--- src/rtl/t08_mem_arbiter_if.sv ---
// Bundle of the fetch, load/store and memory-port signals around the arbiter.
// Handshake: a requester raises its request (i_req, or d_read/d_write) with
// address/data valid and holds all of them unchanged until it sees its
// one-cycle ack, then drops the request on the edge that ends the ack cycle.
// On the memory side a strobe stays high until mem_busy is sampled low;
// mem_rdata is valid in that cycle.
interface t08_mem_arbiter_if #(
  parameter int ADDR_W = 32,
  parameter int DATA_W = 32
);
  logic              i_req;
  logic [ADDR_W-1:0] i_addr;
  logic              i_ack;
  logic [DATA_W-1:0] i_rdata;
  logic              d_read;
  logic              d_write;
  logic [ADDR_W-1:0] d_addr;
  logic [DATA_W-1:0] d_wdata;
  logic [3:0]        d_sel;
  logic              d_ack;
  logic [DATA_W-1:0] d_rdata;
  logic              bus_err;
  logic              stall;
  logic              mem_read;
  logic              mem_write;
  logic [ADDR_W-1:0] mem_addr;
  logic [DATA_W-1:0] mem_wdata;
  logic [3:0]        mem_sel;
  logic [DATA_W-1:0] mem_rdata;
  logic              mem_busy;

  // Arbiter side.
  modport slave (
    input  i_req, i_addr, d_read, d_write, d_addr, d_wdata, d_sel,
    input  mem_rdata, mem_busy,
    output i_ack, i_rdata, d_ack, d_rdata, bus_err, stall,
    output mem_read, mem_write, mem_addr, mem_wdata, mem_sel
  );

  // Requester / memory-model side.
  modport master (
    output i_req, i_addr, d_read, d_write, d_addr, d_wdata, d_sel,
    output mem_rdata, mem_busy,
    input  i_ack, i_rdata, d_ack, d_rdata, bus_err, stall,
    input  mem_read, mem_write, mem_addr, mem_wdata, mem_sel
  );
endinterface

--- src/rtl/t08_mem_arbiter.sv ---
// Two-requester (fetch / load-store) arbiter for a single memory port.
// One transaction at a time, round-robin under contention, registered
// strobes/acks, and a WAIT timeout that completes the transaction with
// bus_err instead of hanging the CPU.
module t08_mem_arbiter #(
  parameter int ADDR_W  = 32,
  parameter int DATA_W  = 32,
  parameter int TIMEOUT = 255
) (
  input  logic                 clk,
  input  logic                 rst,
  t08_mem_arbiter_if.slave     bus,
  output logic [1:0]           dbg_state
);

  localparam int CNT_W = (TIMEOUT < 1) ? 1 : $clog2(TIMEOUT + 1);
  localparam logic [CNT_W-1:0] TO_VAL = CNT_W'(TIMEOUT);

  typedef enum logic [1:0] {S_IDLE, S_ISSUE, S_WAIT, S_DONE} state_t;
  typedef enum logic {G_INSTR, G_DATA} grant_t;

  state_t            state_q, state_d;
  grant_t            last_grant_q, last_grant_d;
  grant_t            grant_q, grant_d;
  logic              wr_q, wr_d;
  logic [CNT_W-1:0]  cnt_q, cnt_d;
  logic [CNT_W-1:0]  cnt_inc;
  logic              mem_read_q, mem_read_d;
  logic              mem_write_q, mem_write_d;
  logic [ADDR_W-1:0] mem_addr_q, mem_addr_d;
  logic [DATA_W-1:0] mem_wdata_q, mem_wdata_d;
  logic [3:0]        mem_sel_q, mem_sel_d;
  logic              i_ack_q, i_ack_d;
  logic              d_ack_q, d_ack_d;
  logic              bus_err_q, bus_err_d;
  logic [DATA_W-1:0] i_rdata_q, i_rdata_d;
  logic [DATA_W-1:0] d_rdata_q, d_rdata_d;
  logic              i_pend, d_pend, pick_data;

  assign i_pend  = bus.i_req;
  assign d_pend  = bus.d_read | bus.d_write;
  assign cnt_inc = cnt_q + CNT_W'(1);

  // Next-state and next-output logic; bus_err_d doubles as the error flag,
  // since it is only ever set on the transition into DONE.
  always_comb begin
    state_d      = state_q;
    last_grant_d = last_grant_q;
    grant_d      = grant_q;
    wr_d         = wr_q;
    cnt_d        = cnt_q;
    mem_read_d   = mem_read_q;
    mem_write_d  = mem_write_q;
    mem_addr_d   = mem_addr_q;
    mem_wdata_d  = mem_wdata_q;
    mem_sel_d    = mem_sel_q;
    i_ack_d      = 1'b0;
    d_ack_d      = 1'b0;
    bus_err_d    = 1'b0;
    i_rdata_d    = i_rdata_q;
    d_rdata_d    = d_rdata_q;
    pick_data    = 1'b0;
    case (state_q)
      S_IDLE: begin
        // Under contention the side that did not win last time goes next.
        pick_data = d_pend & (~i_pend | (last_grant_q == G_INSTR));
        if (i_pend | d_pend) begin
          state_d = S_ISSUE;
          if (pick_data) begin
            grant_d      = G_DATA;
            last_grant_d = G_DATA;
            wr_d         = bus.d_write;
            mem_read_d   = ~bus.d_write;
            mem_write_d  = bus.d_write;
            mem_addr_d   = bus.d_addr;
            mem_wdata_d  = bus.d_wdata;
            mem_sel_d    = bus.d_sel;
          end else begin
            grant_d      = G_INSTR;
            last_grant_d = G_INSTR;
            wr_d         = 1'b0;
            mem_read_d   = 1'b1;
            mem_write_d  = 1'b0;
            mem_addr_d   = bus.i_addr;
            mem_wdata_d  = '0;
            mem_sel_d    = 4'hF;
          end
        end
      end
      S_ISSUE: state_d = S_WAIT;
      S_WAIT: begin
        if (!bus.mem_busy) begin
          state_d     = S_DONE;
          mem_read_d  = 1'b0;
          mem_write_d = 1'b0;
          i_ack_d     = (grant_q == G_INSTR);
          d_ack_d     = (grant_q == G_DATA);
          if (!wr_q) begin
            if (grant_q == G_DATA) d_rdata_d = bus.mem_rdata;
            else                   i_rdata_d = bus.mem_rdata;
          end
        end else if (cnt_inc == TO_VAL) begin
          state_d     = S_DONE;
          mem_read_d  = 1'b0;
          mem_write_d = 1'b0;
          bus_err_d   = 1'b1;
          i_ack_d     = (grant_q == G_INSTR);
          d_ack_d     = (grant_q == G_DATA);
          if (!wr_q) begin
            if (grant_q == G_DATA) d_rdata_d = '0;
            else                   i_rdata_d = '0;
          end
        end else begin
          cnt_d = cnt_inc;
        end
      end
      S_DONE: begin
        cnt_d   = '0;
        state_d = S_IDLE;
      end
      default: state_d = S_IDLE;
    endcase
  end

  // State and registered-output update; reset aborts any transaction.
  always_ff @(posedge clk) begin
    if (rst) begin
      state_q      <= S_IDLE;
      last_grant_q <= G_INSTR;
      grant_q      <= G_INSTR;
      wr_q         <= 1'b0;
      cnt_q        <= '0;
      mem_read_q   <= 1'b0;
      mem_write_q  <= 1'b0;
      mem_addr_q   <= '0;
      mem_wdata_q  <= '0;
      mem_sel_q    <= 4'h0;
      i_ack_q      <= 1'b0;
      d_ack_q      <= 1'b0;
      bus_err_q    <= 1'b0;
      i_rdata_q    <= '0;
      d_rdata_q    <= '0;
    end else begin
      state_q      <= state_d;
      last_grant_q <= last_grant_d;
      grant_q      <= grant_d;
      wr_q         <= wr_d;
      cnt_q        <= cnt_d;
      mem_read_q   <= mem_read_d;
      mem_write_q  <= mem_write_d;
      mem_addr_q   <= mem_addr_d;
      mem_wdata_q  <= mem_wdata_d;
      mem_sel_q    <= mem_sel_d;
      i_ack_q      <= i_ack_d;
      d_ack_q      <= d_ack_d;
      bus_err_q    <= bus_err_d;
      i_rdata_q    <= i_rdata_d;
      d_rdata_q    <= d_rdata_d;
    end
  end

  assign bus.mem_read  = mem_read_q;
  assign bus.mem_write = mem_write_q;
  assign bus.mem_addr  = mem_addr_q;
  assign bus.mem_wdata = mem_wdata_q;
  assign bus.mem_sel   = mem_sel_q;
  assign bus.i_ack     = i_ack_q;
  assign bus.d_ack     = d_ack_q;
  assign bus.bus_err   = bus_err_q;
  assign bus.i_rdata   = i_rdata_q;
  assign bus.d_rdata   = d_rdata_q;
  // Only unregistered output: the CPU must stall in the same cycle it asks.
  assign bus.stall     = (bus.i_req | bus.d_read | bus.d_write) & ~(i_ack_q | d_ack_q);
  assign dbg_state     = state_q;

endmodule

--- src/flat_wrapper.sv ---
// flat-port wrapper written by rule: the top's interface ports become plain ports
module t08_mem_arbiter_flat 
#(
  parameter int ADDR_W  = 32,
  parameter int DATA_W  = 32,
  parameter int TIMEOUT = 255
)
  (clk, rst, dbg_state, bus_i_req, bus_i_addr, bus_d_read, bus_d_write, bus_d_addr, bus_d_wdata, bus_d_sel, bus_mem_rdata, bus_mem_busy, bus_i_ack, bus_i_rdata, bus_d_ack, bus_d_rdata, bus_bus_err, bus_stall, bus_mem_read, bus_mem_write, bus_mem_addr, bus_mem_wdata, bus_mem_sel);
  t08_mem_arbiter_if #(.ADDR_W(ADDR_W), .DATA_W(DATA_W)) bus_i ();
  input  logic clk;
  input  logic rst;
  output logic [1:0] dbg_state;
  input wire logic [$bits(bus_i.i_req)-1:0] bus_i_req;
  input wire logic [$bits(bus_i.i_addr)-1:0] bus_i_addr;
  input wire logic [$bits(bus_i.d_read)-1:0] bus_d_read;
  input wire logic [$bits(bus_i.d_write)-1:0] bus_d_write;
  input wire logic [$bits(bus_i.d_addr)-1:0] bus_d_addr;
  input wire logic [$bits(bus_i.d_wdata)-1:0] bus_d_wdata;
  input wire logic [$bits(bus_i.d_sel)-1:0] bus_d_sel;
  input wire logic [$bits(bus_i.mem_rdata)-1:0] bus_mem_rdata;
  input wire logic [$bits(bus_i.mem_busy)-1:0] bus_mem_busy;
  output wire logic [$bits(bus_i.i_ack)-1:0] bus_i_ack;
  output wire logic [$bits(bus_i.i_rdata)-1:0] bus_i_rdata;
  output wire logic [$bits(bus_i.d_ack)-1:0] bus_d_ack;
  output wire logic [$bits(bus_i.d_rdata)-1:0] bus_d_rdata;
  output wire logic [$bits(bus_i.bus_err)-1:0] bus_bus_err;
  output wire logic [$bits(bus_i.stall)-1:0] bus_stall;
  output wire logic [$bits(bus_i.mem_read)-1:0] bus_mem_read;
  output wire logic [$bits(bus_i.mem_write)-1:0] bus_mem_write;
  output wire logic [$bits(bus_i.mem_addr)-1:0] bus_mem_addr;
  output wire logic [$bits(bus_i.mem_wdata)-1:0] bus_mem_wdata;
  output wire logic [$bits(bus_i.mem_sel)-1:0] bus_mem_sel;
  assign bus_i.i_req = bus_i_req;
  assign bus_i.i_addr = bus_i_addr;
  assign bus_i.d_read = bus_d_read;
  assign bus_i.d_write = bus_d_write;
  assign bus_i.d_addr = bus_d_addr;
  assign bus_i.d_wdata = bus_d_wdata;
  assign bus_i.d_sel = bus_d_sel;
  assign bus_i.mem_rdata = bus_mem_rdata;
  assign bus_i.mem_busy = bus_mem_busy;
  assign bus_i_ack = bus_i.i_ack;
  assign bus_i_rdata = bus_i.i_rdata;
  assign bus_d_ack = bus_i.d_ack;
  assign bus_d_rdata = bus_i.d_rdata;
  assign bus_bus_err = bus_i.bus_err;
  assign bus_stall = bus_i.stall;
  assign bus_mem_read = bus_i.mem_read;
  assign bus_mem_write = bus_i.mem_write;
  assign bus_mem_addr = bus_i.mem_addr;
  assign bus_mem_wdata = bus_i.mem_wdata;
  assign bus_mem_sel = bus_i.mem_sel;
  t08_mem_arbiter #(.ADDR_W(ADDR_W), .DATA_W(DATA_W), .TIMEOUT(TIMEOUT)) u_core (.clk(clk), .rst(rst), .bus(bus_i), .dbg_state(dbg_state));
endmodule
--- config.mk ---
export PLATFORM = sky130hd
export DESIGN_NAME = t08_mem_arbiter_flat
export DESIGN_NICKNAME = d
export VERILOG_FILES = /design/src/rtl/t08_mem_arbiter_if.sv /design/src/rtl/t08_mem_arbiter.sv /design/src/flat_wrapper.sv
export SDC_FILE = /design/constraint.sdc
export NUM_CORES = 1
export LEC_CHECK = 0
export BUFFER_PORTS_ARGS = -buffer_cell sky130_fd_sc_hd__buf_2
export CORE_MARGIN = 1
export CORE_UTILIZATION = 50
export DETAILED_ROUTE_END_ITERATION = 12
export PLACE_DENSITY = 0.85
export SETUP_SLACK_MARGIN = 0.2
export SYNTH_ARGS = -nofsm -noshare
export SYNTH_HDL_FRONTEND = slang
export SYNTH_SLANG_ARGS = --single-unit
--- constraint.sdc ---
create_clock -name clk -period 6.6 [get_ports clk]
set_clock_uncertainty 0.2 [all_clocks]
set_input_delay 0.33 -clock clk [delete_from_list [all_inputs] [get_ports clk]]
set_output_delay 0.33 -clock clk [all_outputs]
set_load 0.05 [all_outputs]
==> results of run 1 <==
layer usage:
layer	GRT usage	part of all wire	up-vias
li1	-	-	2986
met1	0.3316	0.40	2802
met2	0.4919	0.50	295
met3	0.06641	0.064	47
met4	0.1440	0.033	0
met5	0	0	-
cell usage in the layout (no fill, tap or decap), drive strengths merged, types with 2 or more instances in the layout:
master | netlist | layout
a211oi | 32 | 32
a21o | 3 | 3
a21oi | 74 | 74
a22oi | 32 | 32
buf | 12 | 284
clkbuf | 47 | 20
clkinv | 0 | 6
clkinvlp | 0 | 2
dfxtp | 149 | 149
dlygate4sd3 | 0 | 68
ha | 5 | 5
inv | 4 | 6
mux2i | 33 | 33
nand2 | 80 | 80
nand2b | 6 | 6
nand3 | 9 | 9
nand3b | 4 | 4
nor2 | 79 | 79
nor3 | 3 | 3
o21ai | 69 | 69
o22ai | 5 | 5
o311ai | 3 | 3
worst min path at each step:
stage / to / from / depth (start not counted) / slack [ps]
final: u_core.bus.mem_addr[1] / bus_i_addr[1] / 3 / 50
after global routing: u_core.bus.mem_addr[14] / bus_i_addr[14] / 3 / 60
after CTS: u_core.bus.mem_addr[1] / bus_i_addr[1] / 3 / 50
after detailed placement: u_core.wr_q / u_core.wr_q / 2 / 260
after global placement: u_core.wr_q / u_core.wr_q / 2 / 260
after floorplan: u_core.wr_q / u_core.wr_q / 2 / 240
stage by stage:
| step | cells | setup WS (ps) |
|---|---|---|
| 2_1_floorplan | 670 | 4119 |
| 3_3_place_gp | 1038 | 3638 |
| 3_5_place_dp | 1038 | 3466 |
| 4_1_cts | 1137 | 3432 |
| 5_1_grt | 1137 | 3218 |
| 6_report | 1137 | 3443 |
state kept, by name, indices dropped and copies added, names as in the netlist:
register and flops:
u_core.bus.mem_write 1, u_core.bus.mem_sel 4, u_core.bus.i_rdata 32, u_core.dbg_state 2, u_core.bus.d_ack 1, u_core.bus.mem_read 1
u_core.cnt_q 8, u_core.bus.mem_wdata 32, u_core.bus.bus_err 1, u_core.last_grant_q 1, u_core.wr_q 1, u_core.bus.d_rdata 32
u_core.bus.mem_addr 32, u_core.bus.i_ack 1
area by class of cell:
| type | instances | area share |
|---|---|---|
| Multi-Input combinational cell | 458 | 0.3107 |
| Sequential cell | 149 | 0.3505 |
| Clock buffer | 20 | 0.05484 |
| Tap cell | 143 | 0.02103 |
| Clock inverter | 11 | 0.01176 |
| Timing Repair Buffer | 352 | 0.2494 |
| Inverter | 4 | 0.001764 |
power breakdown:
| part | leakage, nW | internal [W] | total [W] | switching, W |
|---|---|---|---|---|
| Clock | 0.278 | 0.000547 | 0.000916 | 0.000369 |
| Sequential | 1.22 | 0.00107 | 0.00117 | 0.0000963 |
| Combinational | 2.42 | 0.000380 | 0.00145 | 0.00107 |
| Total | 3.92 | 0.00200 | 0.00354 | 0.00154 |
logic make-up after synthesis:
family,Yosys count,synth area share
adders and majority gates,5,0.01063
AOI/OAI and AO/OA,228,0.2379
and+or+nand+nor,190,0.1363
buffers and inverters,63,0.04911
xor gates and xnor gates,2,0.002977
muxes,33,0.05613
DFF,149,0.5069
what timing repair did:
action / CTS / global route
hold buffers: 68 / 0
resized for setup: 0 / 0
buffers inserted: 0 / 0
endpoints found under the hold margin: 99 / 0
tightest hold or removal path, cell delays in order:
cell and delay, ps:
sky130_fd_sc_hd__buf_2 100, sky130_fd_sc_hd__mux2i_1 110, sky130_fd_sc_hd__a211oi_1 80
==> results.rst, run 1 <==
.. list-table::
   :header-rows: 1

   * - Metric
     - Value
   * - Clock buffer count from CTS
     - 17
   * - Combined global-route utilization of all metal layers
     - 0.2859
   * - Register bit total from synthesis
     - 149
   * - Maximum number of pins on one net before global-route repair
     - 93
   * - Area added between synthesis and finish
     - 44.61%
   * - Fraction of post-synthesis cell area in the top cell type by area
     - 0.5069
   * - Initial standard-cell utilization of the core
     - 0.5131
   * - Fill cells
     - 809
   * - Worst Path Required
     - between 6000 and 7000 ps
   * - Cells along the critical path
     - ha_1, or3b_2, nor2_2, nand2_1, a21oi_1
   * - Top flip-flop cell by instance count after synthesis
     - sky130_fd_sc_hd__dfxtp_1
   * - Horizontal die dimension
     - 110.5 µm
   * - Critical Path Source
     - u_core.dbg_state[1]
   * - Critical R2R Capture
     - u_core.bus.i_rdata[18]
   * - Final Core Density
     - 0.7421
   * - Final instance area
     - between 0.008 and 0.009 mm²
   * - Worst-Margin Slew
     - 1254 ps
   * - Clock tree from TritonCTS
     - yes
   * - Gate Count Post-Synth
     - 670
   * - Port Buf Inserts
     - 277
   * - Critical path data arrival time
     - 3280 ps
   * - Max Root-Sink Buffers
     - 2
   * - Post-synthesis cell type with the largest combined area
     - sky130_fd_sc_hd__dfxtp_1
   * - Core area
     - 0.01147 mm²
   * - Routed wirelength normalized by instance count
     - 15.58 µm
   * - Worst IR drop on VDD
     - around 280 µV
   * - Critical path buffers and inverters
     - 0
   * - Crit path max-delay cell type
     - sky130_fd_sc_hd__nor2_2
   * - Mean Syn Cell Area
     - 8.783 µm²
   * - Number of detailed-route iterations in the first pass
     - 7
   * - End point of the critical path
     - u_core.bus.i_rdata[18]
   * - Footprint of the multi-input gates
     - 0.002644 mm²
   * - Initial antenna violation count
     - 0
   * - Ranking of synthesized cells by area
     - sky130_fd_sc_hd__dfxtp_1, sky130_fd_sc_hd__a21oi_1, sky130_fd_sc_hd__mux2i_1, sky130_fd_sc_hd__nand2_1, sky130_fd_sc_hd__nor2_1
   * - Minimum hold slack
     - 52.31 ps
   * - Count of cell types in the netlist
     - between 40 and 50
   * - Final count of negative-setup-slack endpoints
     - 0
   * - Initial DRC count
     - just under 500
   * - Start of the worst register-to-register path
     - u_core.dbg_state[1]
   * - Share of the clock period used by the worst path
     - 0.4783
   * - Post-Synthesis Net Count
     - just over 800
   * - Post-synthesis cell area
     - a little under 0.006 mm²
   * - Relative max-transition margin
     - 0.1628
   * - H-tree levels
     - 4
   * - Cell count of the worst reg-to-reg path
     - 5
   * - Leakage
     - 3.917 nW
   * - Grt total ovfl
     - 0
   * - Final GP Congestion
     - 0.8376
   * - Final Routed Wirelength
     - 17.71 mm
   * - Clock latency on the worst-skew pair
     - 410 ps
   * - Total clock sinks
     - 149
   * - Largest stage delay on the critical path
     - 1030 ps
   * - Clock slew seen by the registers of the worst setup and hold paths
     - 60 ps
   * - Outcome
     - completed
   * - Number of enable-type register cells in the synthesized netlist
     - 0
   * - Classification of the worst setup path
     - reg -> reg
   * - Ratio of cells with drive above 1 in the final layout
     - 0.3320
   * - Nature of the critical path startpoint
     - register
   * - Clock Tree Root
     - sky130_fd_sc_hd__clkbuf_16
   * - Global-route wire length before repair
     - approximately 29 mm
   * - Number of placed I/O pins
     - 278
   * - Top cell types by occurrence after synthesis
     - sky130_fd_sc_hd__dfxtp_1, sky130_fd_sc_hd__nand2_1, sky130_fd_sc_hd__nor2_1, sky130_fd_sc_hd__a21oi_1, sky130_fd_sc_hd__clkbuf_1
   * - Dpl hpwl
     - 10.94 mm
   * - DRC Markers
     - 0
   * - Die outline height
     - 110.5 µm
   * - Cell with the most instances after synthesis
     - sky130_fd_sc_hd__dfxtp_1
   * - Fin Setup TNS
     - 0 ps
   * - Total chip power
     - 0.003539 W
   * - Unrepaired setup endpoints after global routing
     - no
   * - Setup crit end kind
     - register
   * - Pwr/cell area
     - approximately 420 mW/mm²
   * - Diode count
     - 0
   * - Max-cap viol count
     - 0
   * - Hold Path Class
     - in -> reg
   * - Mean number of vias per cell
     - 5.391
   * - Via count of the first global-routing pass
     - 5966
   * - FFs w/ async S/R, synth
     - 0
   * - Final Hold Viols
     - 0
   * - Synth warnings
     - 0
   * - DIE AREA
     - 0.01221 mm²
   * - Fmax
     - 316.8 MHz
   * - Row Count
     - 39
   * - Slack of the worst reg-to-reg path
     - 3440 ps
   * - Storage cell area
     - approximately 0.003 mm²
   * - Post-place instance area
     - 0.007262 mm²
   * - Largest fanout on the critical path
     - 33
   * - Final-report max-slew violation count
     - 0
   * - Critical path depth in cells
     - 5
   * - Min Tclk post-route
     - 3157 ps
   * - Antenna Violating Nets Remaining
     - 0
   * - Routed vias
     - between 6k and 7k
   * - Largest delay contributor family on the critical path
     - simple AND/OR/NAND/NOR gates
   * - Number of nets in the finished design
     - 1125
   * - Sequential-to-total area share from yosys stat
     - 0.5069
Power figures use the tool's default switching activity.
==> run 2: changes to the inputs <==
--- a/config.mk
+++ b/config.mk
@@ -5,11 +5,12 @@
 export SDC_FILE = /design/constraint.sdc
 export NUM_CORES = 1
 export LEC_CHECK = 0
+export ABC_AREA = 1
 export BUFFER_PORTS_ARGS = -buffer_cell sky130_fd_sc_hd__buf_2
 export CORE_MARGIN = 1
-export CORE_UTILIZATION = 50
+export CORE_UTILIZATION = 43
 export DETAILED_ROUTE_END_ITERATION = 12
-export PLACE_DENSITY = 0.85
+export PLACE_DENSITY = 0.76
 export SETUP_SLACK_MARGIN = 0.2
 export SYNTH_ARGS = -nofsm -noshare
 export SYNTH_HDL_FRONTEND = slang
==> constraint.sdc (replaced) <==
create_clock -name clk -period 2.6 [get_ports clk]
set_clock_uncertainty 0.2 [all_clocks]
set_input_delay 0.13 -clock clk [delete_from_list [all_inputs] [get_ports clk]]
set_output_delay 0.13 -clock clk [all_outputs]
set_load 0.05 [all_outputs]
==> results.rst, run 2 <==
.. list-table::
   :header-rows: 1

   * - Metric
     - Value
   * - Outcome
     - completed
   * - Nature of the critical path startpoint
     - register
   * - Clock tree from TritonCTS
     - yes
   * - Number of placed I/O pins
     - 278 (unchanged)
   * - Final count of negative-setup-slack endpoints
     - 0 (unchanged)
   * - Combined global-route utilization of all metal layers
     - 0.2960 (+0.01004)
   * - Share of the clock period used by the worst path
     - 0.8787 (+0.4005)
   * - Ranking of synthesized cells by area
     - sky130_fd_sc_hd__dfxtp_1, sky130_fd_sc_hd__nand2_1, sky130_fd_sc_hd__a21oi_1, sky130_fd_sc_hd__nor2_1, sky130_fd_sc_hd__inv_1
   * - Global-route wire length before repair
     - 37.01 mm (+30%)
   * - Critical path data arrival time
     - 2380 ps (-900 ps)
   * - Routed vias
     - 7820 (+28%)
   * - Die outline height
     - 124.6 µm (+13%)
   * - Count of cell types in the netlist
     - 23 (-50%)
   * - Maximum number of pins on one net before global-route repair
     - 59 (-37%)
   * - Post-Synthesis Net Count
     - 1106 (+36%)
   * - Fraction of post-synthesis cell area in the top cell type by area
     - 0.4614 (-0.04552)
   * - Setup crit end kind
     - register
   * - Unrepaired setup endpoints after global routing
     - no
   * - Max-cap viol count
     - 0 (unchanged)
   * - Fmax
     - 437.7 MHz (+38%)
   * - Worst IR drop on VDD
     - 808.1 µV (+190%)
   * - Final GP Congestion
     - 0.8604 (+2.7%)
   * - Via count of the first global-routing pass
     - 7466 (+25%)
   * - Worst-Margin Slew
     - 599.6 ps (-654.9 ps)
   * - Largest fanout on the critical path
     - 15 (-55%)
   * - Initial DRC count
     - 543 (+12%)
   * - Max Root-Sink Buffers
     - 2 (unchanged)
   * - Number of nets in the finished design
     - 1504 (+34%)
   * - Total chip power
     - 0.01025 W (+190%)
   * - Total clock sinks
     - 149 (unchanged)
   * - Top flip-flop cell by instance count after synthesis
     - sky130_fd_sc_hd__dfxtp_1
   * - Slack of the worst reg-to-reg path
     - 320 ps (-3130 ps)
   * - Commonest cells after routing, fill and taps aside
     - sky130_fd_sc_hd__nand2_1, sky130_fd_sc_hd__buf_2, sky130_fd_sc_hd__dfxtp_1
   * - Routed wirelength normalized by instance count
     - 15.41 µm (-1.1%)
   * - Post-synthesis cell type with the largest combined area
     - sky130_fd_sc_hd__dfxtp_1
   * - Final Core Density
     - 0.6938 (-0.04824)
   * - Fin Setup TNS
     - 0 ps (unchanged)
   * - Top cell types by occurrence after synthesis
     - sky130_fd_sc_hd__nand2_1, sky130_fd_sc_hd__dfxtp_1, sky130_fd_sc_hd__nor2_1, sky130_fd_sc_hd__inv_1, sky130_fd_sc_hd__a21oi_1
   * - Fill cells
     - 1114 (+38%)
   * - Register bit total from synthesis
     - 149 (unchanged)
   * - Port Buf Inserts
     - 277 (unchanged)
   * - DIE AREA
     - 0.01553 mm² (+27%)
   * - Clock latency on the worst-skew pair
     - 410 ps (about the same)
   * - Clock slew seen by the registers of the worst setup and hold paths
     - 60 ps (about the same)
   * - Mean Syn Cell Area
     - 6.713 µm² (-24%)
   * - Initial antenna violation count
     - 3 (+3)
   * - Antenna Violating Nets Remaining
     - 0 (unchanged)
   * - Ratio of cells with drive above 1 in the final layout
     - 0.2642 (-0.06780)
   * - FFs w/ async S/R, synth
     - 0 (unchanged)
   * - Synth warnings
     - 0 (unchanged)
   * - Hold Path Class
     - in -> reg
   * - Grt total ovfl
     - 0 (unchanged)
   * - Row Count
     - 44 (+13%)
   * - Classification of the worst setup path
     - reg -> reg
   * - Pwr/cell area
     - 1013 mW/mm² (+140%)
   * - Mean number of vias per cell
     - 5.010 (-7.1%)
   * - Area added between synthesis and finish
     - 56.57%
   * - Dpl hpwl
     - 13.26 mm (+21%)
   * - H-tree levels
     - 4 (unchanged)
   * - Core area
     - 0.01459 mm² (+27%)
   * - Horizontal die dimension
     - 124.6 µm (+13%)
   * - Final Hold Viols
     - 0 (unchanged)
   * - Number of enable-type register cells in the synthesized netlist
     - 0 (unchanged)
   * - Gate Count Post-Synth
     - 963 (+44%)
   * - Clock buffer count from CTS
     - 17 (unchanged)
   * - Relative max-transition margin
     - 0.6003 (+0.4375)
   * - Leakage
     - 5.394 nW (+38%)
   * - Initial standard-cell utilization of the core
     - 0.4431 (-0.07001)
   * - Worst Path Required
     - 2690 ps (-4030 ps)
   * - Sequential-to-total area share from yosys stat
     - 0.4614 (-0.04552)
   * - Min Tclk post-route
     - 2285 ps (-871.9 ps)
   * - Final-report max-slew violation count
     - 0 (unchanged)
   * - Number of detailed-route iterations in the first pass
     - 6 (-1)
   * - Post-synthesis cell area
     - 0.006465 mm² (+9.9%)
   * - DRC Markers
     - 0 (unchanged)
   * - Clock Tree Root
     - sky130_fd_sc_hd__clkbuf_16
   * - Cell with the most instances after synthesis
     - sky130_fd_sc_hd__nand2_1
   * - Most common cell after layout, fill and taps aside
     - sky130_fd_sc_hd__nand2_1
   * - Final Routed Wirelength
     - 24.06 mm (+36%)
==> run 2: cell types whose count changed after synthesis, moves of 33 or more <==
cell | before | now
sky130_fd_sc_hd__inv_1 | 4 | 126
sky130_fd_sc_hd__a21oi_1 | 73 | 109
sky130_fd_sc_hd__mux2i_1 | 33 | 0
sky130_fd_sc_hd__nand2_1 | 80 | 292
sky130_fd_sc_hd__nor2_1 | 79 | 135
==> run 2: timing repair <==
action	in CTS	in global routing
resized for setup	0	21
hold endpoints to repair	135	0
setup buffers	0	5
hold buffers	134	0
setup endpoints to repair	0	74
==> run 2: worst max-delay path, cell delays in order, from the launching register on <==
cell	delay [ps]
sky130_fd_sc_hd__dfxtp_1	340
sky130_fd_sc_hd__inv_1	90
sky130_fd_sc_hd__ha_2	210
sky130_fd_sc_hd__inv_1	90
sky130_fd_sc_hd__nor2_4	180
sky130_fd_sc_hd__clkinv_4	90
sky130_fd_sc_hd__buf_12	160
sky130_fd_sc_hd__a21oi_1	160
sky130_fd_sc_hd__a21oi_1	80
sky130_fd_sc_hd__dlygate4sd3_1	570
==> run 2: layout make-up <==
| cell class | count | area [µm²] | area share |
|---|---|---|---|
| timing repair buffer | 436 | 3034 | 0.2998 |
| sequential | 149 | 2985 | 0.2949 |
| multi-input combinational | 630 | 2794 | 0.2760 |
| inverter | 127 | 481.7 | 0.04759 |
| clock buffer | 18 | 439.2 | 0.04339 |
| tap | 184 | 230.2 | 0.02274 |
| clock inverter | 14 | 150.1 | 0.01483 |
| antenna | 3 | 7.507 | 0.0007417 |
==> run 2: cells by family after synthesis <==
logic type | count (synthesis) | share of synthesized area
XOR/XNOR | 1 | 0.001355
AND/OR/NAND/NOR | 475 | 0.2922
adder cells (fa/ha/maj) | 5 | 0.009677
buffers and inverters | 184 | 0.1153
flip-flops | 149 | 0.4614
AO/OA/AOI/OAI | 149 | 0.1200
==> run 2: worst paths after layout <==
kind                                              start                 endpoint  depth (start not counted)
worst max register to register      u_core.dbg_state[0]   u_core.bus.mem_addr[8]                          9
worst min register to register  u_core.bus.mem_wdata[1]  u_core.bus.mem_wdata[1]                          2
worst min-delay path                          bus_i_req      u_core.dbg_state[0]                          6
worst max-delay path                u_core.dbg_state[0]   u_core.bus.mem_addr[8]                          9
==> run 2: metrics by stage <==
| stage | cells | setup WS, ps | instance area [µm²] | hold WS (ps) |
|---|---|---|---|---|
| after detailed placement | 1384 | 275.2 | 7995 | 189.3 |
| after floorplan | 963 | 427.3 | 6465 | 77.16 |
| after global routing | 1561 | 186.7 | 10120 | 71.37 |
| after CTS | 1550 | 214.4 | 9926 | 11.49 |
| final | 1561 | 315.3 | 10120 | 51.93 |
| after global placement | 1384 | 362.6 | 7995 | 183.9 |
==> run 2: metal layers <==
layer  part of all wire  vias to the layer above  track usage
met4              0.055                        0       0.1800
li1                   -                     3759            -
met1               0.38                     3523       0.3355
met5                  0                        -            0
met2               0.47                      433       0.4943
met3              0.089                      105      0.08033
==> run 2: power by group <==
| part | leakage, nW | internal, W | switching, W | total (W) |
|---|---|---|---|---|
| sequential | 1.22 | 0.00278 | 0.000277 | 0.00305 |
| combinational | 3.89 | 0.00137 | 0.00337 | 0.00474 |
| clock | 0.283 | 0.00145 | 0.00101 | 0.00246 |
| total | 5.39 | 0.00559 | 0.00466 | 0.0102 |
==> run 3: changes to the inputs <==
--- a/config.mk
+++ b/config.mk
@@ -5,10 +5,9 @@
 export SDC_FILE = /design/constraint.sdc
 export NUM_CORES = 1
 export LEC_CHECK = 0
-export ABC_AREA = 1
 export BUFFER_PORTS_ARGS = -buffer_cell sky130_fd_sc_hd__buf_2
 export CORE_MARGIN = 1
-export CORE_UTILIZATION = 43
+export CORE_UTILIZATION = 42
 export DETAILED_ROUTE_END_ITERATION = 12
 export PLACE_DENSITY = 0.76
 export SETUP_SLACK_MARGIN = 0.2
==> results.rst, run 3 (synthesis results as in run 1) <==
.. list-table::
   :header-rows: 1

   * - Metric
     - Value
   * - Outcome
     - completed
   * - Number of placed instances with taps included
     - 1082 (-22%)
   * - Final-report max-slew violation count
     - 0 (unchanged)
   * - Commonest cells after routing, fill and taps aside
     - sky130_fd_sc_hd__buf_2, sky130_fd_sc_hd__dfxtp_1, sky130_fd_sc_hd__dlygate4sd3_1
   * - Horizontal die dimension
     - 120.4 µm (-3.4%)
   * - Most common cell after layout, fill and taps aside
     - sky130_fd_sc_hd__buf_2
   * - Initial antenna violation count
     - 0 (-3)
   * - Largest fanout on the critical path
     - 26 (+11)
   * - Worst IR drop on VDD
     - 725.8 µV (-10%)
   * - Classification of the worst setup path
     - reg -> reg
   * - Mean number of vias per cell
     - 5.277 (+5.3%)
   * - Hold Path End
     - u_core.bus.mem_read
   * - Non-filler cells in the finished layout
     - 1251 (-20%)
   * - Number of nets in the finished design
     - 1206 (-20%)
   * - Worst Path Required
     - 2670 ps (-20 ps)
   * - Clock latency on the worst-skew pair
     - 410 ps (about the same)
   * - Setup crit end kind
     - register
   * - Grt total ovfl
     - 0 (unchanged)
   * - Cells along the critical path
     - ha_2, nand4b_1, a311oi_4, a21oi_4, buf_4, o21ai_0, a21oi_1
   * - Initial standard-cell utilization of the core
     - 0.4374 (-0.005732)
   * - Port Buf Inserts
     - 277 (unchanged)
   * - Depth of the worst hold-timing path
     - 4 (-2)
   * - Fill cells
     - 974 (-13%)
   * - Start point of the worst min-delay path
     - bus_i_req
   * - Die outline height
     - 120.4 µm (-3.4%)
   * - Ratio of cells with drive above 1 in the final layout
     - 0.3219 (+0.05767)
   * - Initial DRC count
     - 541 (-0.37%)
   * - Final worst-path setup slack
     - 299.4 ps (-15.92 ps)
   * - Row Count
     - 42 (-4.5%)
   * - Slack of the worst reg-to-reg path
     - 300 ps (-20 ps)
   * - Worst-Margin Slew
     - 712.9 ps (+113.2 ps)
   * - Fmax
     - 434.7 MHz (-0.69%)
   * - Final instance area
     - 0.009407 mm² (-7.1%)
   * - H-tree levels
     - 4 (unchanged)
   * - Area added between synthesis and finish
     - 59.86%
   * - DIE AREA
     - 0.01449 mm² (-6.7%)
   * - Final GP Congestion
     - 0.8691 (+1.0%)
   * - Routed vias
     - 6602 (-16%)
   * - Core area
     - 0.01345 mm² (-7.8%)
   * - Via count of the first global-routing pass
     - 6574 (-12%)
   * - Clock buffer count from CTS
     - 17 (unchanged)
   * - Largest stage delay on the critical path
     - 450 ps (-120 ps)
   * - Antenna Violating Nets Remaining
     - 0 (unchanged)
   * - Critical path data arrival time
     - 2370 ps (about the same)
   * - Routed wirelength normalized by instance count
     - 16.72 µm (+8.5%)
   * - Share of the clock period used by the worst path
     - 0.8849 (+0.006124)
   * - Min Tclk post-route
     - 2301 ps (+15.92 ps)
   * - Hold Path Class
     - in -> reg
   * - Post-place instance area
     - 0.007400 mm² (-7.4%)
   * - Dpl ws
     - 174.1 ps (-101.1 ps)
   * - Relative max-transition margin
     - 0.5248 (-0.07549)
   * - Critical R2R Capture
     - u_core.bus.i_rdata[19]
   * - Unrepaired setup endpoints after global routing
     - yes
   * - Minimum hold slack
     - 170.6 ps (+118.6 ps)
   * - Global-route wire length before repair
     - 32.48 mm (-12%)
   * - Clock slew seen by the registers of the worst setup and hold paths
     - 60 ps (about the same)
   * - Clock tree from TritonCTS
     - yes
   * - Number of detailed-route iterations in the first pass
     - 7 (+1)
   * - Nature of the critical path startpoint
     - register
   * - Max-cap viol count
     - 0 (unchanged)
   * - Leakage
     - 4.286 nW (-21%)
   * - Pwr/cell area
     - 1001 mW/mm² (-1.1%)
   * - Combined global-route utilization of all metal layers
     - 0.2871 (-0.008819)
   * - Cell count of the worst reg-to-reg path
     - 7 (-2)
   * - Final count of negative-setup-slack endpoints
     - 0 (unchanged)
   * - Fin Setup TNS
     - 0 ps (unchanged)
   * - Max Root-Sink Buffers
     - 2 (unchanged)
   * - Crit path max-delay cell type
     - sky130_fd_sc_hd__a311oi_4
   * - Diode count
     - 0 (-3)
   * - Final Hold Viols
     - 0 (unchanged)
   * - Maximum number of pins on one net before global-route repair
     - 71 (+20%)
   * - Number of placed I/O pins
     - 278 (unchanged)
   * - Total clock sinks
     - 149 (unchanged)
   * - Start of the worst register-to-register path
     - u_core.cnt_q[1]
   * - Dpl hpwl
     - 11.57 mm (-13%)
   * - DRC Markers
     - 0 (unchanged)
   * - Clock Tree Root
     - sky130_fd_sc_hd__clkbuf_16
   * - Final Routed Wirelength
     - 20.92 mm (-13%)
[run 3: cell types whose count changed in the layout (fill, tap and decap cells not counted), sizes merged, moves of 32 or more]
cell,change
o21ai,+35
inv,-125
nand2,-216
a21oi,-35
a22oi,+32
nor2,-59
mux2i,+33
a211oi,+32
[run 3: cell type report]
class / count / area (µm²) / share of cell area
multi-input combinational: 458 / 2663 / 0.2831
clock buffer: 24 / 491.7 / 0.05227
clock inverter: 7 / 96.34 / 0.01024
timing repair buffer: 433 / 2929 / 0.3114
tap: 176 / 220.2 / 0.02341
inverter: 4 / 15.01 / 0.001596
sequential: 149 / 2992 / 0.3180
[run 3: worst max-delay path by stage]
stage                                   endpoint                start
after global placement     u_core.bus.i_rdata[2]      u_core.cnt_q[0]
after floorplan           u_core.bus.i_rdata[11]  u_core.dbg_state[0]
final                     u_core.bus.i_rdata[19]      u_core.cnt_q[1]
after global routing      u_core.bus.i_rdata[19]      u_core.cnt_q[1]
after CTS                 u_core.bus.i_rdata[18]      u_core.cnt_q[0]
after detailed placement  u_core.bus.i_rdata[12]      u_core.cnt_q[0]
[run 3: worst max-delay path: cells and delay by family (launching register included)]
family	cells	cell delay (ps)
DFF	1	410
and+or+nand+nor	1	180
buffers and inverters	1	240
AOI/OAI and AO/OA	4	870
adders and majority gates	1	260
[run 3: metal layers]
metal | up-vias | share of wire | global-route usage | wire [µm]
li1 | 3145 | - | - | -
met1 | 3063 | 0.39 | 0.3188 | 8153
met2 | 329 | 0.50 | 0.4960 | 10410
met3 | 65 | 0.071 | 0.07783 | 1476
met4 | 0 | 0.042 | 0.1590 | 886
met5 | - | 0 | 0 | 0
[run 3: where the power goes]
part	internal [W]	switching [W]
sequential	0.00272	0.000259
combinational	0.00114	0.00286
clock	0.00151	0.000923
total	0.00538	0.00404
[run 3: per-stage QoR]
| step | utilization | total power, W |
|---|---|---|
| floorplan | - | 0.005736 |
| global placement | 0.5500 | 0.006593 |
| detailed placement | 0.5500 | 0.006638 |
| CTS | 0.6975 | 0.009290 |
| global route | 0.6992 | 0.009813 |
| finish | 0.6992 | 0.009416 |
[run 3: repair_timing]
item	in CTS	in global routing
hold buffers	138	0
resized for setup	2	12
hold endpoints to repair	137	0
pin swaps	0	1
buffers inserted	0	0
setup endpoints to repair	19	109
